[src/rtl/bcd_countdown_timer_pkg.sv]
// Shared constants for the BCD countdown timer: control state codes, per-digit limits
// and the digit saturation helper used when loading a set value.
package bcd_countdown_timer_pkg;

  localparam logic [3:0] ST_RESET = 4'd0;
  localparam logic [3:0] ST_SET   = 4'd1;
  localparam logic [3:0] ST_LOAD  = 4'd2;
  localparam logic [3:0] ST_START = 4'd3;
  localparam logic [3:0] ST_IDLE  = 4'd4;

  // Digit index 0 is S0 (least significant), index 5 is H1.
  localparam logic [3:0] MAX_S0 = 4'd9;
  localparam logic [3:0] MAX_S1 = 4'd5;
  localparam logic [3:0] MAX_M0 = 4'd9;
  localparam logic [3:0] MAX_M1 = 4'd5;
  localparam logic [3:0] MAX_H0 = 4'd9;
  localparam logic [3:0] MAX_H1 = 4'd1;

  // Value forced in when a start finds more than 12 hours loaded.
  localparam logic [23:0] HOURS_CLAMP = 24'h12_59_59;

  function automatic logic [3:0] sat_digit(input logic [3:0] val, input logic [3:0] maxVal);
    return (val > maxVal) ? maxVal : val;
  endfunction

endpackage

[src/rtl/bcd_countdown_timer_digit_down.sv]
// One BCD down-counting digit with clear, load and borrow output; six are chained
// least-significant first to form the hh:mm:ss countdown register.
module bcd_digit_down #(
  parameter logic [3:0] MAX = 4'd9
) (
  input  logic       clk,
  input  logic       rst_n,
  input  logic       clr,
  input  logic       load,
  input  logic [3:0] ldVal,
  input  logic       dec,
  output logic [3:0] q,
  output logic       isZero,
  output logic       borrowOut
);

  assign isZero    = (q == 4'd0);
  assign borrowOut = dec && isZero;

  // NOTE: sequential state uses non-blocking assignments so every flop samples pre-edge values.
  always_ff @(posedge clk or negedge rst_n) begin
    if (!rst_n) begin
      q <= 4'd0;
    end else if (clr) begin
      q <= 4'd0;
    end else if (load) begin
      q <= ldVal;
    end else if (dec) begin
      q <= isZero ? MAX : q - 4'd1;
    end
  end

endmodule

[src/rtl/bcd_countdown_timer.sv]
// Medication countdown: loads a clamped BCD hh:mm:ss value, counts down once per second
// while running and raises a sticky expired flag on reaching 00:00:00.
module bcd_countdown_timer
  import bcd_countdown_timer_pkg::*;
#(
  parameter int TICKS_PER_SEC = 50_000_000,
  parameter int PRESC_W       = 26
) (
  input  logic        clk,
  input  logic        rst_n,
  input  logic [3:0]  state,
  input  logic [23:0] timeSetBits,
  output logic [23:0] timeDigits,
  output logic        running,
  output logic        expired,
  output logic        secondPulse
);

  localparam logic [3:0] DIGIT_MAX [6] = '{MAX_S0, MAX_S1, MAX_M0, MAX_M1, MAX_H0, MAX_H1};

  logic [PRESC_W-1:0] presc;
  logic [3:0]         digitQ    [6];
  logic [5:0]         zeroVec;
  logic [5:0]         borrowVec;
  logic [5:0]         decVec;
  logic [23:0]        ldVal;

  logic softClr, doSet, tick, doDec, doStart, doClamp, doLoad;
  logic allZero, isOne, hoursOver;

  assign softClr   = (state == ST_RESET);
  assign doSet     = (state == ST_SET);
  assign tick      = running && (presc == PRESC_W'(TICKS_PER_SEC - 1));
  assign doDec     = tick && !softClr && !doSet;
  assign allZero   = &zeroVec;
  assign isOne     = (&zeroVec[5:1]) && (digitQ[0] == 4'd1);
  assign hoursOver = timeDigits[23:16] > 8'h12;
  // A start only acts while stopped; a nonzero value over 12 h is clamped as it starts.
  assign doStart   = (state == ST_START) && !softClr && !doSet && !running;
  assign doClamp   = doStart && !allZero && hoursOver;
  assign doLoad    = doSet || doClamp;

  // NOTE: every always_comb output gets a default first so no latch is inferred.
  always_comb begin
    ldVal = HOURS_CLAMP;
    if (doSet) begin
      for (int i = 0; i < 6; i++) begin
        ldVal[i*4 +: 4] = sat_digit(timeSetBits[i*4 +: 4], DIGIT_MAX[i]);
      end
    end
  end

  assign decVec = {borrowVec[4:0], doDec};

  for (genvar i = 0; i < 6; i++) begin : g_digit
    bcd_digit_down #(.MAX(DIGIT_MAX[i])) u_digit (
      .clk      (clk),
      .rst_n    (rst_n),
      .clr      (softClr),
      .load     (doLoad),
      .ldVal    (ldVal[i*4 +: 4]),
      .dec      (decVec[i]),
      .q        (digitQ[i]),
      .isZero   (zeroVec[i]),
      .borrowOut(borrowVec[i])
    );
    assign timeDigits[i*4 +: 4] = digitQ[i];
  end

  always_ff @(posedge clk or negedge rst_n) begin
    if (!rst_n) begin
      presc       <= '0;
      running     <= 1'b0;
      expired     <= 1'b0;
      secondPulse <= 1'b0;
    end else if (softClr || doSet) begin
      presc       <= '0;
      running     <= 1'b0;
      expired     <= 1'b0;
      secondPulse <= 1'b0;
    end else begin
      secondPulse <= doDec;
      if (doDec) begin
        presc <= '0;
        if (isOne) begin
          running <= 1'b0;
          expired <= 1'b1;
        end
      end else if (running) begin
        presc <= presc + 1'b1;
      end else if (doStart) begin
        if (allZero) expired <= 1'b1;
        else         running <= 1'b1;
      end
    end
  end

endmodule

[config.mk]
export PLATFORM = sky130hd
export DESIGN_NAME = bcd_countdown_timer
export DESIGN_NICKNAME = d
export VERILOG_FILES = /design/src/rtl/bcd_countdown_timer_pkg.sv /design/src/rtl/bcd_countdown_timer_digit_down.sv /design/src/rtl/bcd_countdown_timer.sv
export SDC_FILE = /design/constraint.sdc
export NUM_CORES = 1
export LEC_CHECK = 0
export BUFFER_PORTS_ARGS = -buffer_cell sky130_fd_sc_hd__buf_2
export CORE_ASPECT_RATIO = 0.8
export CORE_MARGIN = 4
export CORE_UTILIZATION = 61
export CTS_CLUSTER_SIZE = 24
export DETAILED_ROUTE_END_ITERATION = 12
export PLACE_DENSITY_LB_ADDON = 0.12
export SLEW_MARGIN = 5
export SYNTH_ARGS = -nofsm -noshare
export SYNTH_HDL_FRONTEND = slang
export SYNTH_SLANG_ARGS = --single-unit
[constraint.sdc]
create_clock -name clk -period 5.87 [get_ports clk]
set_input_delay 0.8805 -clock clk [delete_from_list [all_inputs] [get_ports clk]]
set_output_delay 0.8805 -clock clk [all_outputs]
set_load 0.01 [all_outputs]
After elaboration in Yosys (flattened, before gate mapping)
Index checks and enable logic that the tools add are counted.
- $add $sub $neg: 7
- magnitude comparators: 7
- eq/ne operators: 6
- muxes and demuxes: 47
- reductions and logical operators: 39
- operators with widths (kind ; count):
    two-way mux 4 bit ; 30
    two-way mux 26 bit ; 3
    zero test 4 bit ; 7
    nonzero test 3 bit ; 9
    adder 26 x 1 -> 26 bit (second input constant) ; 1
    == test 26 bit (second input constant) ; 1
    two-way mux 24 bit ; 1
    subtractor 4 x 1 -> 4 bit (second input constant) ; 6
    logical AND 1 bit ; 14
    two-way mux 1 bit ; 13
    > comparator 4 bit (second input constant) ; 3
    == test 4 x 1 -> 1 bit (second input constant) ; 2
    > comparator 4 x 3 -> 1 bit (second input constant) ; 2
    > comparator 8 x 5 -> 1 bit (second input constant) ; 1
    AND reduction 6 bit ; 1
    AND reduction 5 bit ; 1
    == test 4 x 2 -> 1 bit (second input constant) ; 1
    > comparator 4 x 1 -> 1 bit (second input constant) ; 1
    zero test 1 bit ; 4
    AND reduction 4 bit ; 1
    inequality test 3 x 1 -> 1 bit (second input constant) ; 1
    inequality test 3 bit (second input constant) ; 1
    logical OR 1 bit ; 2
- bits in registers: 53
- bits of input ports: 30
- output and inout bits: 27
- word-level logic and storage cells: 116

Logic depth before layout (Yosys ltp)
- word-level depth: 12
- mapped depth: 8
- mapped depth without buffers: 7

Modules after synthesis
From an unflattened synthesis, not the netlist that was laid out.
- cell total of the unflattened synthesis: 390
- area, all modules: 3513.4 µm²
- by module, submodules not included (module ; times used ; cells an instance ; area each (µm²) ; sequential area each (µm²)):
    bcd_countdown_timer ; 1 ; 239 ; 2053.2 ; 725.7
    bcd_digit_down (g_digit[0].u_digit ...) ; 3 ; 25 ; 249.0 ; 100.1
    bcd_digit_down (g_digit[1].u_digit ...) ; 2 ; 26 ; 244.0 ; 100.1
    bcd_digit_down (g_digit[5].u_digit) ; 1 ; 24 ; 225.2 ; 100.1

Least setup slack after synthesis
No wires, ideal clock.
- path type: input-to-reg
- from: in state[1]
- to: reg g_digit[3].u_digit.q[0]
- library setup time: 0.125 ns
- data arrival time: 2.363 ns
- required time: 5.745 ns
- path slack: 3.382 ns
- stages: 5
- buffers on the path: 1
- cells stage by stage: o31ai_1 > and4b_2 > buf_2 > a21oi_1 > mux2_2
- longest elaborated chain between the ends: 10
- elaborated cells between the ends (all ways): 20
- those cells by class: eq/ne (2); mux (3); reduce/logical (15)
- ends and longest elaborated chain (element ; RTL line ; source):
    start: declaration ; bcd_countdown_timer.sv:11 ; input logic [3:0] state,
    zero test 4 bit ; bcd_countdown_timer.sv:31 ; assign softClr = (state == ST_RESET);
    zero test 1 bit ; bcd_countdown_timer.sv:34, bcd_countdown_timer.sv:39 ;
    logical AND 1 bit (3 in a row) ; bcd_countdown_timer.sv:39 ; assign doStart = (state == ST_START) && !softClr && !doSet && !running;
    logical AND 1 bit (2 in a row) ; bcd_countdown_timer.sv:40 ; assign doClamp = doStart && !allZero && hoursOver;
    logical OR 1 bit ; bcd_countdown_timer.sv:41 ; assign doLoad = doSet || doClamp;
    two-way mux 4 bit ; bcd_countdown_timer_digit_down.sv:26 ; end else if (load) begin
    two-way mux 4 bit ; bcd_countdown_timer_digit_down.sv:24 ; end else if (clr) begin
    end signal: assignment ; bcd_countdown_timer_digit_down.sv:27 ; q <= ldVal;
    end signal: assignment ; bcd_countdown_timer_digit_down.sv:29 ; q <= isZero ? MAX : q - 4'd1;
    end: declaration ; bcd_countdown_timer_digit_down.sv:12 ; output logic [3:0] q,
Several ways; a longest one is shown, not always the timed one.
A chain may end at the register's enable or synchronous reset.

Worst setup path in the final report
- from: in state[0]
- to: reg g_digit[1].u_digit.q[0]
- longest elaborated chain between the ends: 10
- elaborated cells between the ends (all ways): 18
- those cells by class: eq/ne (2); mux (3); reduce/logical (13)
- ends and longest elaborated chain (element ; RTL line):
    zero test 4 bit ; bcd_countdown_timer.sv:31
    zero test 1 bit ; bcd_countdown_timer.sv:34, bcd_countdown_timer.sv:39
    logical AND 1 bit (3 in a row) ; bcd_countdown_timer.sv:39
    logical AND 1 bit (2 in a row) ; bcd_countdown_timer.sv:40
    logical OR 1 bit ; bcd_countdown_timer.sv:41
    two-way mux 4 bit ; bcd_countdown_timer_digit_down.sv:26
    two-way mux 4 bit ; bcd_countdown_timer_digit_down.sv:24
    end signal: assignment ; bcd_countdown_timer_digit_down.sv:27
    end signal: assignment ; bcd_countdown_timer_digit_down.sv:29
    end: declaration ; bcd_countdown_timer_digit_down.sv:12
Several ways; a longest one is shown, not always the timed one.

==> flow_summary_export.csv <==
group,metric,value,unit
outcome,status,"finished, final reports clean",
global_routing,globalRouteTotalUtil,0.284,
job,cap_violations,0,
global_routing,antenna_found_initial,0,
synthesis,yosysMostFrequentCell,"dfrtp_1",
floorplan,start_util,0.633,
floorplan,row_count,24,
synthesis,ys_warn_count,0,
floorplan,die_y,75.6,um
layout,stdcell_area,3920,um^2
worst_setup_path,r2r_end,"g_digit[5].u_digit.q[0]",
layout,fillCellCount,457,
worst_setup_path,crit_path_cell_trace,"buf_2 > nand2_1 > or4_1 > o21ai_1 > nor2_1 > mux2_2",
routing,vias,3514,
synthesis,synth-compound-area-share,0.247,
clocking,h-tree-depth,2,
clocking,postCtsHoldBufs,0,
routing,drtIter0Drc,423,
global_routing,grt-ovfl-total,0,
clocking,clockBufferDepth,2,
pwr,leakage,1.74,nW
routing,route.detailed.drc,0,
worst_setup_path,r2r_cells,6,
synthesis,yosys.area_share.adder,0.0252,
clocking,insertion_delay,310,ps
clocking,postCtsResizedCells,0,
place,post_dp_cell_area,3830,um^2
synthesis,ys_seq_area_frac,0.381,
worst_setup_path,max_stage_delay,730,ps
worst_setup_path,r2r_slack,3150,ps
global_routing,grt_max_degree,54,
timing,period_share,0.476,
pwr,pwr_density_cell,321,nW/um^2
clocking,clock-sinks,53,
synthesis,syn_area_per_cell,8.92,um^2
timing,fin_crit,2790,ps
timing,rsz0062_at_grt,"no",
worst_setup_path,required,6080,ps
layout,area_delta_synth_final,12.5,%
floorplan,ios,57,
synthesis,async_flop_share,1.00,
routing,vias_per_cell,6.72,
floorplan,die_width,92.4,um
layout,drive_gt1_frac,0.200,
global_routing,grt_first_pass_wirelength,15.6,mm
timing,whs,520,ps
synthesis,synthXorXnorAreaFrac,0.0101,
synthesis,synth_top_family_by_area,"simple AND/OR/NAND/NOR gates",
synthesis,synthesis.nets,427,
global_routing,grt_pass1_vias,3139,
timing,finalHoldViolCount,0,
timing,clock.fmax,0.358,GHz
timing,worst_pin_slew,975,ps
synthesis,synth.cell_area,3480,um^2
worst_setup_path,start_kind,"input port",
synthesis,synth_top_area_share,0.381,
place,dp_hpwl,6.83,mm
synthesis,synth_edf_count,0,
clocking,clk_pin_slew,100,ps
worst_hold_path,holdPathStages,1,
timing,setup_viol,0,
clocking,cts_root_buffer,"clkbuf_8",
layout,antenna_cells,0,
worst_setup_path,end_kind,"register",
worst_hold_path,min_to,"presc[24]",
place,globalplace.congestion,0.903,
timing,tns,0,ps
worst_setup_path,worstSetupPathType,"input port to register",
worst_setup_path,path_max_fanout,15,
worst_setup_path,regToRegStartpoint,"presc[0]",
timing,finalMaxSlewViolations,0,
worst_hold_path,holdCritStartpoint,"presc[24]",
layout,final_cell_count_no_fill,523,
synthesis,synth.mux.area_fraction,0.0367,
routing,antenna_left,0,
place,numPortBuffers,56,
layout,fin_nets,481,
synthesis,synth.top_cells.by_count,"dfrtp_1, nor2_1, nand2_1",
worst_setup_path,cpMaxStageDelayCell,"o21ai_1",
routing,first_pass_iters,5,
routing,totalWireLength,9.50,mm
synthesis,synthCells,390,
worst_hold_path,hold_class,"register to register",
synthesis,synthFlopType,"dfrtp_1",
timing,slew_headroom,0.344,
timing,skew,9.34,ps
synthesis,yosys-top-cells-area,"dfrtp_1, a21oi_1, nor2_1, nand2_1, o21ai_0",
floorplan,core,5500,um^2
synthesis,synth_cell_type_count,63,
synthesis,synthSimpleGateAreaFrac,0.264,
clocking,numCtsBuffers,5,
routing,wl_per_cell,18.2,um
synthesis,yosys.area.top_type,"dfrtp_1",
clocking,cts_tree,"built",
worst_setup_path,worstPathArrival,3000,ps
pwr,power.total,1.26,mW
pwr,ir_worst_vdd,245,uV
synthesis,ys_ff_latch,53,
floorplan,dieArea,6980,um^2
clocking,post_cts_buffers,0,
place,dp.cells,515,
## layout by cell type, fill, tap and decap left out, types with 6 or more instances in the layout
cell type / instances
a21o_1: 7
a21oi_1: 28
a22o_1: 6
a31oi_1: 10
and2_1: 6
and3_1: 7
buf_2: 56
buf_4: 6
dfrtp_1: 53
ha_1: 7
inv_1: 14
mux2_2: 6
mux2i_1: 6
nand2_1: 30
nand3_1: 15
nand4_1: 11
nor2_1: 31
nor3_1: 8
nor3b_1: 6
nor4_1: 12
o21ai_0: 20
o31ai_1: 7
or4_1: 8
## per-stage QoR
stage	setup slack, ps	util
floorplan	3380	-
global placement	2900	0.698
detailed placement	2770	0.698
CTS	3090	0.713
global route	2870	0.713
finish	3080	0.713
## metal layers
metal / GRT usage / vias to the layer above / part of all wire
met4: 0.0906 / 0 / 0.015
met2: 0.428 / 169 / 0.45
li1: - / 1619 / -
met3: 0.0405 / 15 / 0.080
met5: 0 / - / 0
met1: 0.426 / 1711 / 0.45
## worst max-delay path by stage
stage / depth (start not counted) / slack (ps) / endpoint / from
after floorplan: 5 / 3380 / g_digit[3].u_digit.q[0] / state[1]
after global placement: 6 / 2900 / g_digit[1].u_digit.q[0] / state[0]
after detailed placement: 6 / 2770 / g_digit[1].u_digit.q[0] / state[0]
after CTS: 6 / 3090 / g_digit[1].u_digit.q[0] / state[0]
after global routing: 6 / 2870 / g_digit[3].u_digit.q[1] / state[0]
final: 6 / 3080 / g_digit[1].u_digit.q[0] / state[0]
## final cells by class
class | count | area, um^2 | area share
Clock inverter | 2 | 10.0 | 0.00256
Tap cell | 78 | 97.6 | 0.0249
Clock buffer | 6 | 72.6 | 0.0185
Sequential cell | 53 | 1330 | 0.339
Multi-Input combinational cell | 308 | 2030 | 0.519
Timing Repair Buffer | 62 | 325 | 0.0831
Inverter | 14 | 52.6 | 0.0134
## state kept, by name, indices dropped and copies added, names as in the netlist
name / count
secondPulse: 1
expired: 1
presc: 26
running: 1
g_digit.u_digit.q: 24
## critical path: cells and delay by family
family / cells / cell delay, ps
AOI/OAI and AO/OA: 1 / 730
buffers and inverters: 1 / 250
muxes: 1 / 330
and+or+nand+nor: 3 / 820
## cell families (layout without fill, tap and decap cells)
group / after synthesis / after routing
flip-flops: 53 / 53
AND/OR/NAND/NOR: 159 / 159
multiplexers: 12 / 12
buffers and inverters: 29 / 84
adder cells (fa/ha/maj): 7 / 7
XOR/XNOR: 4 / 4
AO/OA/AOI/OAI: 126 / 126
## power breakdown
group	switching, mW	leakage (nW)	internal, mW
clock network	0.121	0.0450	0.0830
registers	0.101	0.700	0.433
logic	0.283	0.994	0.237
total	0.505	1.74	0.753
Power figures use the tool's default switching activity.
